## src/rtl/button_conditioner_pkg.sv

```systemverilog
// Shared types and constants for the push-button conditioner.
// Channel state encoding, channel indices and the command priority order.
package button_conditioner_pkg;

    typedef enum logic [1:0] {
        StReleased,
        StPressWait,
        StHeld,
        StReleaseWait
    } chan_state_e;

    localparam int unsigned NUM_CH   = 3;
    localparam int unsigned CH_RIGHT = 0;
    localparam int unsigned CH_LEFT  = 1;
    localparam int unsigned CH_DROP  = 2;

    // Highest priority first.
    localparam int unsigned PRIO_ORDER [NUM_CH] = '{CH_DROP, CH_LEFT, CH_RIGHT};

    function automatic logic [NUM_CH-1:0] arbitrate(input logic [NUM_CH-1:0] req);
        logic [NUM_CH-1:0] gnt;
        gnt = '0;
        for (int i = 0; i < NUM_CH; i++) begin
            if (gnt == '0 && req[PRIO_ORDER[i]]) begin
                gnt[PRIO_ORDER[i]] = 1'b1;
            end
        end
        return gnt;
    endfunction

endpackage

```

## src/rtl/button_conditioner_if.sv

```systemverilog
// Raw button inputs and conditioned command outputs of the conditioner.
// slave: the conditioner itself; master: whatever drives the buttons and consumes commands.
interface button_conditioner_if;
    import button_conditioner_pkg::*;

    logic              btn_right_raw;
    logic              btn_left_raw;
    logic              btn_drop_raw;
    logic              move_right;
    logic              move_left;
    logic              drop_piece;
    logic [NUM_CH-1:0] btn_state;

    modport master (
        output btn_right_raw, btn_left_raw, btn_drop_raw,
        input  move_right, move_left, drop_piece, btn_state
    );

    modport slave (
        input  btn_right_raw, btn_left_raw, btn_drop_raw,
        output move_right, move_left, drop_piece, btn_state
    );

endinterface

```

## src/rtl/debounce_channel.sv

```systemverilog
// One button channel: synchroniser, debounce FSM and, when BUTTON_CONDITIONER_AUTO_REPEAT_EN
// is defined and REPEAT_EN is set, a held-time repeat counter.
module debounce_channel
    import button_conditioner_pkg::*;
#(
    parameter int unsigned SYNC_STAGES     = 2,
    parameter int unsigned DEBOUNCE_CYCLES = 250000,
    parameter int unsigned REPEAT_DELAY    = 12500000,
    parameter int unsigned REPEAT_PERIOD   = 3750000,
    parameter bit          REPEAT_EN       = 1'b1
) (
    input  logic clk_25MHz,
    input  logic rst_n,
    input  logic i_raw,
    output logic o_event,
    output logic o_level
);

    localparam int unsigned   DbW    = $clog2(DEBOUNCE_CYCLES + 1);
    localparam logic [DbW-1:0] DbLast = DbW'(DEBOUNCE_CYCLES - 1);

    if (SYNC_STAGES < 2 || DEBOUNCE_CYCLES < 1 ||
        (REPEAT_EN && (REPEAT_DELAY < 1 || REPEAT_PERIOD < 1))) begin : g_bad_cfg
        $error("debounce_channel: unsupported parameter set");
    end

    logic [SYNC_STAGES-1:0] r_sync;
    logic                   w_s;
    chan_state_e            r_state, w_state_d;
    logic [DbW-1:0]         r_cnt, w_cnt_d;
    logic                   w_press;
    logic                   w_repeat;

    assign w_s = r_sync[SYNC_STAGES-1];

    always_ff @(posedge clk_25MHz or negedge rst_n) begin
        if (!rst_n) begin
            r_sync  <= '0;
            r_state <= StReleased;
            r_cnt   <= '0;
        end else begin
            r_sync  <= {r_sync[SYNC_STAGES-2:0], i_raw};
            r_state <= w_state_d;
            r_cnt   <= w_cnt_d;
        end
    end

    always_comb begin
        w_state_d = r_state;
        w_cnt_d   = r_cnt;
        w_press   = 1'b0;
        case (r_state)
            StReleased: begin
                if (w_s) begin
                    w_state_d = StPressWait;
                    w_cnt_d   = '0;
                end
            end
            StPressWait: begin
                if (!w_s) begin
                    w_state_d = StReleased;
                    w_cnt_d   = '0;
                end else if (r_cnt == DbLast) begin
                    w_state_d = StHeld;
                    w_cnt_d   = '0;
                    w_press   = 1'b1;
                end else begin
                    w_cnt_d = r_cnt + 1'b1;
                end
            end
            StHeld: begin
                if (!w_s) begin
                    w_state_d = StReleaseWait;
                    w_cnt_d   = '0;
                end
            end
            StReleaseWait: begin
                if (w_s) begin
                    w_state_d = StHeld;
                    w_cnt_d   = '0;
                end else if (r_cnt == DbLast) begin
                    w_state_d = StReleased;
                    w_cnt_d   = '0;
                end else begin
                    w_cnt_d = r_cnt + 1'b1;
                end
            end
            default: begin
                w_state_d = StReleased;
                w_cnt_d   = '0;
            end
        endcase
    end

`ifdef BUTTON_CONDITIONER_AUTO_REPEAT_EN
    if (REPEAT_EN) begin : g_repeat
        localparam int unsigned RpMax = (REPEAT_DELAY > REPEAT_PERIOD) ? REPEAT_DELAY
                                                                       : REPEAT_PERIOD;
        localparam int unsigned RpW   = $clog2(RpMax + 1);

        logic [RpW-1:0] r_rpt, w_rpt_d, w_thr;
        logic           r_rpt_phase, w_rpt_phase_d;
        logic           w_fire;

        always_ff @(posedge clk_25MHz or negedge rst_n) begin
            if (!rst_n) begin
                r_rpt       <= '0;
                r_rpt_phase <= 1'b0;
            end else begin
                r_rpt       <= w_rpt_d;
                r_rpt_phase <= w_rpt_phase_d;
            end
        end

        // Phase 0 waits for the initial delay, phase 1 for each following period.
        always_comb begin
            w_rpt_d       = r_rpt;
            w_rpt_phase_d = r_rpt_phase;
            w_fire        = 1'b0;
            w_thr         = r_rpt_phase ? RpW'(REPEAT_PERIOD - 1) : RpW'(REPEAT_DELAY - 1);
            if (r_state == StHeld) begin
                if (w_s) begin
                    if (r_rpt == w_thr) begin
                        w_fire        = 1'b1;
                        w_rpt_d       = '0;
                        w_rpt_phase_d = 1'b1;
                    end else begin
                        w_rpt_d = r_rpt + 1'b1;
                    end
                end
            end else if (r_state != StReleaseWait) begin
                w_rpt_d       = '0;
                w_rpt_phase_d = 1'b0;
            end
        end

        assign w_repeat = w_fire;
    end else begin : g_no_repeat
        assign w_repeat = 1'b0;
    end
`else
    assign w_repeat = 1'b0;
`endif

    assign o_event = w_press | w_repeat;
    assign o_level = (r_state == StHeld) || (r_state == StReleaseWait);

endmodule

```

## src/rtl/button_conditioner.sv

```systemverilog
// Three debounced button channels feeding a drop > left > right pulse arbiter.
// Optional auto-repeat on left/right: define BUTTON_CONDITIONER_AUTO_REPEAT_EN.
module button_conditioner
    import button_conditioner_pkg::*;
#(
    parameter int unsigned SYNC_STAGES     = 2,
    parameter int unsigned DEBOUNCE_CYCLES = 250000,
    parameter int unsigned REPEAT_DELAY    = 12500000,
    parameter int unsigned REPEAT_PERIOD   = 3750000
) (
    input  logic                 clk_25MHz,
    input  logic                 rst_n,
    button_conditioner_if.slave  bus
);

    logic [NUM_CH-1:0] w_raw;
    logic [NUM_CH-1:0] w_event;
    logic [NUM_CH-1:0] w_level;
    logic [NUM_CH-1:0] w_req;
    logic [NUM_CH-1:0] w_grant;
    logic [NUM_CH-1:0] r_pending;
    logic [NUM_CH-1:0] r_pulse;

    assign w_raw[CH_RIGHT] = bus.btn_right_raw;
    assign w_raw[CH_LEFT]  = bus.btn_left_raw;
    assign w_raw[CH_DROP]  = bus.btn_drop_raw;

    for (genvar ch = 0; ch < NUM_CH; ch++) begin : g_chan
        debounce_channel #(
            .SYNC_STAGES     (SYNC_STAGES),
            .DEBOUNCE_CYCLES (DEBOUNCE_CYCLES),
            .REPEAT_DELAY    (REPEAT_DELAY),
            .REPEAT_PERIOD   (REPEAT_PERIOD),
            .REPEAT_EN       (bit'(ch != CH_DROP))
        ) u_chan (
            .clk_25MHz (clk_25MHz),
            .rst_n     (rst_n),
            .i_raw     (w_raw[ch]),
            .o_event   (w_event[ch]),
            .o_level   (w_level[ch])
        );
    end

    // A fresh event on an already pending channel simply merges into it.
    assign w_req   = r_pending | w_event;
    assign w_grant = arbitrate(w_req);

    always_ff @(posedge clk_25MHz or negedge rst_n) begin
        if (!rst_n) begin
            r_pending <= '0;
            r_pulse   <= '0;
        end else begin
            r_pending <= w_req & ~w_grant;
            r_pulse   <= w_grant;
        end
    end

    assign bus.move_right = r_pulse[CH_RIGHT];
    assign bus.move_left  = r_pulse[CH_LEFT];
    assign bus.drop_piece = r_pulse[CH_DROP];
    assign bus.btn_state  = w_level;

endmodule

```

## src/flat_wrapper.sv

```systemverilog
// flat-port wrapper written by rule: the top's interface ports become plain ports
module button_conditioner_flat import button_conditioner_pkg::*;
#(
    parameter int unsigned SYNC_STAGES     = 2,
    parameter int unsigned DEBOUNCE_CYCLES = 250000,
    parameter int unsigned REPEAT_DELAY    = 12500000,
    parameter int unsigned REPEAT_PERIOD   = 3750000
)
  (clk_25MHz, rst_n, bus_btn_right_raw, bus_btn_left_raw, bus_btn_drop_raw, bus_move_right, bus_move_left, bus_drop_piece, bus_btn_state);
  button_conditioner_if bus_i ();
  input  logic clk_25MHz;
  input  logic rst_n;
  input wire logic [$bits(bus_i.btn_right_raw)-1:0] bus_btn_right_raw;
  input wire logic [$bits(bus_i.btn_left_raw)-1:0] bus_btn_left_raw;
  input wire logic [$bits(bus_i.btn_drop_raw)-1:0] bus_btn_drop_raw;
  output wire logic [$bits(bus_i.move_right)-1:0] bus_move_right;
  output wire logic [$bits(bus_i.move_left)-1:0] bus_move_left;
  output wire logic [$bits(bus_i.drop_piece)-1:0] bus_drop_piece;
  output wire logic [$bits(bus_i.btn_state)-1:0] bus_btn_state;
  assign bus_i.btn_right_raw = bus_btn_right_raw;
  assign bus_i.btn_left_raw = bus_btn_left_raw;
  assign bus_i.btn_drop_raw = bus_btn_drop_raw;
  assign bus_move_right = bus_i.move_right;
  assign bus_move_left = bus_i.move_left;
  assign bus_drop_piece = bus_i.drop_piece;
  assign bus_btn_state = bus_i.btn_state;
  button_conditioner #(.SYNC_STAGES(SYNC_STAGES), .DEBOUNCE_CYCLES(DEBOUNCE_CYCLES), .REPEAT_DELAY(REPEAT_DELAY), .REPEAT_PERIOD(REPEAT_PERIOD)) u_core (.clk_25MHz(clk_25MHz), .rst_n(rst_n), .bus(bus_i));
endmodule
```

## config.mk

```make
export PLATFORM = sky130hd
export DESIGN_NAME = button_conditioner_flat
export DESIGN_NICKNAME = d
export VERILOG_FILES = /design/src/rtl/button_conditioner_pkg.sv /design/src/rtl/button_conditioner_if.sv /design/src/rtl/debounce_channel.sv /design/src/rtl/button_conditioner.sv /design/src/flat_wrapper.sv
export SDC_FILE = /design/constraint.sdc
export NUM_CORES = 1
export LEC_CHECK = 0
export ABC_AREA = 1
export BUFFER_PORTS_ARGS = -buffer_cell sky130_fd_sc_hd__buf_2
export CORE_UTILIZATION = 51
export CTS_CLUSTER_SIZE = 10
export DETAILED_ROUTE_END_ITERATION = 6
export PLACE_DENSITY = 0.68
export RECOVER_POWER = 25
export SLEW_MARGIN = 10
export SYNTH_ARGS = -nofsm -noshare
export SYNTH_HDL_FRONTEND = slang
export SYNTH_HIERARCHICAL = 1
export SYNTH_SLANG_ARGS = --single-unit
```

## constraint.sdc

```tcl
create_clock -name clk_25MHz -period 3.8 [get_ports clk_25MHz]
set_input_delay 0.19 -clock clk_25MHz [delete_from_list [all_inputs] [get_ports clk_25MHz]]
set_output_delay 0.19 -clock clk_25MHz [all_outputs]
set_load 0.03 [all_outputs]
```

Word-level counts from Yosys, hierarchy flattened
Index checks and enable logic that the tools add are counted.

Register bits: 72. Latch bits: 0. Memory bits (writable): 0. ROM bits: 0. Input port bits: 5. Output and inout port bits: 6. Word-level logic and storage cells: 108. Memories: 0.

Add/subtract/negate cells: 3. Multipliers: 0. Div/mod/pow operators: 0. Order comparisons: 0. Eq/ne operators: 24. Shift-type cells: 0. Multiplexer cells: 51. Bitwise operators: 4. Reduce and logical (&&, ||, !) cells: 15.

Operator list (number): two-way mux 18 bit (15); case mux 18 bit (4 select lines) (3); adder 18 x 1 -> 18 bit (second input constant) (3); == test 18 bit (second input constant) (3); two-way mux 2 bit (18); case mux 2 bit (4 select lines) (3); != test 3 bit (second input constant) (6); == test 2 bit (second input constant) (6); two-way mux 1 bit (12); != test 2 bit (second input constant) (6); AND reduction 4 bit (3); logical NOT 2 bit (4); == test 2 x 1 -> 1 bit (second input constant) (3); AND reduction 2 bit (3); bitwise AND 3 bit (1); logical OR 1 bit (3); inverter 3 bit (1); OR 3 bit (1); logical AND 1 bit (2); inverter 1 bit (1).

Depth between registers and ports, before layout
Word-level depth: 14. Mapped depth: 10.

By module
The synthesis kept the hierarchy.

By module, submodules not included: debounce_channel (u_core.g_chan[0].u_chan) (instances 1, cells an instance 189, area an instance 1322.5 um^2); debounce_channel (u_core.g_chan[2].u_chan) (instances 1, cells an instance 168, area an instance 1285.0 um^2); debounce_channel (u_core.g_chan[1].u_chan) (instances 1, cells an instance 171, area an instance 1266.2 um^2); button_conditioner (instances 1, cells an instance 13, area an instance 158.9 um^2).

Worst setup path after synthesis
Ideal clock, no wire load.

Kind: reg-to-reg. Start point: reg u_core.g_chan[0].u_chan.r_cnt[0]. End point: reg u_core.g_chan[0].u_chan.r_cnt[16]. Arrival: 1336 ps. Required time: 3683 ps. Path slack: 2346 ps. Stages on the path, launching flop included: 9. Buffers on the path: 0. Clock period less this slack: 1454 ps. Cells stage by stage: dfrtp_1 > ha_1 > nand2_2 > nor2_1 > nand3_1 > nor2_1 > nand2_1 > nand3_1 > nand2_1.

Longest elaborated chain between the ends: 4.

RTL lines: start: declaration (line debounce_channel.sv:30) `logic [DbW-1:0] r_cnt, w_cnt_d;`; start signal: assignment (line debounce_channel.sv:44) `r_cnt <= w_cnt_d;`; adder 18 x 1 -> 18 bit / == test 18 bit (equally long branches); two-way mux 18 bit * (line debounce_channel.sv:63, debounce_channel.sv:81); two-way mux 18 bit, on equally long branches (line debounce_channel.sv:78, debounce_channel.sv:60); case mux 18 bit (4 select lines) * (line debounce_channel.sv:52) `case (r_state)`.

Mark *: on every way between the ends. The rest lies on a longest branch, timed or not. A chain may end at the register's enable or synchronous reset.

Worst setup path in the final report
Start point: reg u_core.g_chan[0].u_chan.r_state[0]. End point: reg u_core.g_chan[0].u_chan.r_cnt[3].

Longest elaborated chain between the ends: 3.

RTL lines: start: declaration (line debounce_channel.sv:29) `chan_state_e r_state, w_state_d;`; start signal: assignment (line debounce_channel.sv:39) `r_state <= StReleased;`; start signal: assignment (line debounce_channel.sv:43) `r_state <= w_state_d;`; == test 2 bit / logical NOT 2 bit (equally long branches) (line debounce_channel.sv:52); != test 2 bit (no source line); AND reduction 2 bit (no source line).

Parallel ways exist; a longest one is shown, timed or not.

==> summary.txt <==
Power
  – Peak VDD IR: 0.0002317 V
  – Pwr Density: 474.3 nW/um^2
  – Leak Pwr: 1.841 nW

Detailed routing
  – WL final: 8.353 mm
  – Top sig layer: met4
  – First DRT Iteration DRCs: 237
  – WL per Instance: 12.64 um
  – Via count of the routed design: 3446
  – # DRC: 0
  – ANT nets after route: 0
  – Met2 wire length: 3.869 mm
  – Via/cell ratio: 5.213
  – Met1 wire length: 4.060 mm
  – Detailed Routing Iterations Pass 1: 5
  – DR WL met3: 328 um

STA
  – Slew HR: -16.60%
  – TNS Setup: 0 ns
  – Min Tclk post-route: 1.893 ns
  – Worst Tran Pin Value: 1.749 ns
  – Endpoints failing setup: 0
  – RSZ-0062 raised after global routing: no
  – Hold Vio Cnt, Final: 0
  – Clock Skew: 0.009296 ns
  – Period utilization: 49.80%
  – Max Fclk: 0.5284 GHz
  – Final Max Slew Viols: 72

Logic synthesis
  – Synth Area in Compound Gates: 10.52%
  – Adder-Cell Fraction of Synth Area: 0.9308%
  – Unique masters post-synth: 30
  – Post-Synth Simple-Gate Area: 33.23%
  – Largest family of logic cells by synthesized area: simple AND/OR/NAND/NOR gates
  – Net Count, Synth: 549
  – Post-synthesis mux area share: 0%
  – Synth Cell Area: 4033 um^2
  – Sequential fraction of the synthesis area: 44.06%
  – Synth Warn #: 6
  – Syn Inst Count: 541
  – Dominant cell type by area after synthesis: dfrtp_1
  – #FFs+latches synth: 71
  – Top post-synthesis cells by area: dfrtp_1 (44%), nand2_1 (13%), nor2_1 (6.1%), nand3_1 (5.6%), inv_1 (4.9%)
  – Post-synthesis xor/xnor area fraction: 4.127%
  – Yosys top cell area share: 44.06%
  – Avg Inst Size Synth: 7.454 um^2

CTS
  – Inserted Clock Buffers: 9
  – Clk buf depth: 2
  – Sink Count: 71
  – Clock slew at reported path FFs: 0.08 ns
  – CTS Hold Bufs: 3
  – Post-CTS resize count: 0
  – H-tree depth: 3
  – Setup bufs post-CTS: 0
  – CTS Root Cell: clkbuf_8
  – Skew-Pair Late Insertion Delay: 0.34 ns
  – CTS tree: built

Floorplanning
  – Die ar.: 8266 um^2
  – Placement Rows: 32
  – Die W: 90.92 um
  – Die height: 90.92 um
  – Initial core utilization: 52.46%
  – Core Box Area: 7687 um^2
  – Io pins: 11

Layout
  – Commonest non-fill, non-tap cell in the layout: nand2_1
  – Synthesis-to-finish area growth: 9.929%
  – Design area: 4433 um^2
  – Area of the multi-input gates: 1968 um^2
  – Commonest non-fill, non-tap cells in the layout: nand2_1 (143), dfrtp_1 (71), nor2_1 (65)
  – Diode count: 0
  – Fill cells: 722
  – Register area: 1777 um^2
  – Final #Nets: 562
  – Layout cell share with drive strength beyond 1: 12.34%

Placement
  – Placed Area: 4150 um^2
  – Post-DP HPWL: 5.897 mm
  – Port bufs: 10
  – Routability cong.: 0.8984

Global route
  – Number of global-route vias before repair: 3262
  – Initial antenna violation count: 0
  – Pin count of the biggest net entering global routing: 72
  – First-pass GRT wire length: 14.64 mm
  – Overflow after GRT: 0
  – Total GRT Usage: 21.98%

Worst setup path
  – Worst setup path category: reg -> reg
  – CP Launch Type: flip-flop
  – Max FO, Critical Path: 16
  – Max stage delay on crit path: 0.79 ns
  – CP Buf/Inv Count: 2
  – Setup crit end kind: flip-flop
  – Data arrival time of the critical path: 2.15 ns
  – CP delay by family, top: simple AND/OR/NAND/NOR gates
  – Crit-path slowest cell: nor2_1
  – CP dominant cell by count: inv_1
  – Crit path cell chain: inv_1 -> nand2_1 -> nor2_1 -> inv_1 -> o22ai_1
  – Critical Path RT: 4.06 ns

Status
  – Status: complete, but fails checks
  – Failing checks: capacitance limit, slew limit

Worst hold path
  – Worst Hold Class: in -> async

Run
  – Max Cap Viol: 1
registers in the layout, indices dropped and copies added, names as in the netlist, named ones only:
name	flops
u_core/r_pending	2
u_core/g_chan.u_chan/r_state	3
u_core/g_chan.u_chan/r_cnt	54
u_core/r_pulse	3
u_core/g_chan.u_chan/r_sync	6
layer usage:
metal | vias to the layer above | GRT usage (%)
li1 | 1768 | -
met1 | 1600 | 30.19
met2 | 69 | 35.42
met3 | 9 | 3.114
met4 | 0 | 8.069
met5 | - | 0
synth_stat cells, drive strengths merged:
master	instances
a21oi	16
buf	8
clkbuf	3
clkinv	1
dfrtp	71
ha	3
inv	59
nand2	154
nand3	50
nand4	9
nor2	77
nor3	11
nor4	1
o21ai	40
o21bai	4
o22ai	14
or2	1
xnor2	4
xor2	15
metrics by stage:
| step | total power [mW] | setup WS, ns | instances | hold WS [ns] | util (%) |
|---|---|---|---|---|---|
| floorplan | 1.253 | 2.346 | 541 | -0.1056 | - |
| global placement | 1.356 | 1.974 | 642 | 0.2975 | 53.99 |
| detailed placement | 1.362 | 1.908 | 642 | 0.2997 | 53.99 |
| CTS | 2.125 | 1.890 | 661 | 0.004664 | 57.70 |
| global route | 2.220 | 1.747 | 661 | 0.3596 | 57.67 |
| finish | 2.103 | 1.907 | 661 | 0.3116 | 57.67 |
final cells by class:
type                            instances  share of cell area, %
Multi-Input combinational cell        399                  44.40
Sequential cell                        71                  40.08
Timing Repair Buffer                   13                  1.806
Tap cell                              102                  2.879
Clock inverter                          5                  2.343
Inverter                               60                  5.080
Clock buffer                           11                  3.415
final timing paths:
path | from | to | slack, ns | depth (start not counted)
worst min-delay path | rst_n | u_core/g_chan[0].u_chan/r_cnt[3] | 0.31 | 1
worst min register to register | u_core/g_chan[1].u_chan/r_sync[0] | u_core/g_chan[1].u_chan/r_sync[1] | 0.35 | 0
min in group clk_25MHz | u_core/g_chan[1].u_chan/r_sync[0] | u_core/g_chan[1].u_chan/r_sync[1] | 0.35 | 0
worst max-delay path | u_core/g_chan[0].u_chan/r_state[0] | u_core/g_chan[0].u_chan/r_cnt[3] | 1.91 | 5
worst max register to register | u_core/g_chan[0].u_chan/r_state[0] | u_core/g_chan[0].u_chan/r_cnt[3] | 1.91 | 5
max in group asynchronous | rst_n | u_core/g_chan[2].u_chan/r_cnt[15] | 2.46 | 1
logic make-up after synthesis:
logic type,Yosys count
XOR/XNOR,19
AO/OA/AOI/OAI,74
flip-flops,71
adder cells (fa/ha/maj),3
AND/OR/NAND/NOR,303
buffers and inverters,71
worst reg2reg max path: stages, from the launching register on:
cell     delay [ns]
dfrtp_1        0.45
inv_1          0.09
nand2_1        0.05
nor2_1         0.79
inv_1          0.22
o22ai_1        0.21
report_power, final:
part	switching (mW)	leakage, nW	internal, mW
registers	0.0640	0.964	0.818
clock network	0.283	0.130	0.472
logic	0.350	0.748	0.116
total	0.697	1.84	1.41
No activity file was read; power rests on OpenSTA's default activity.
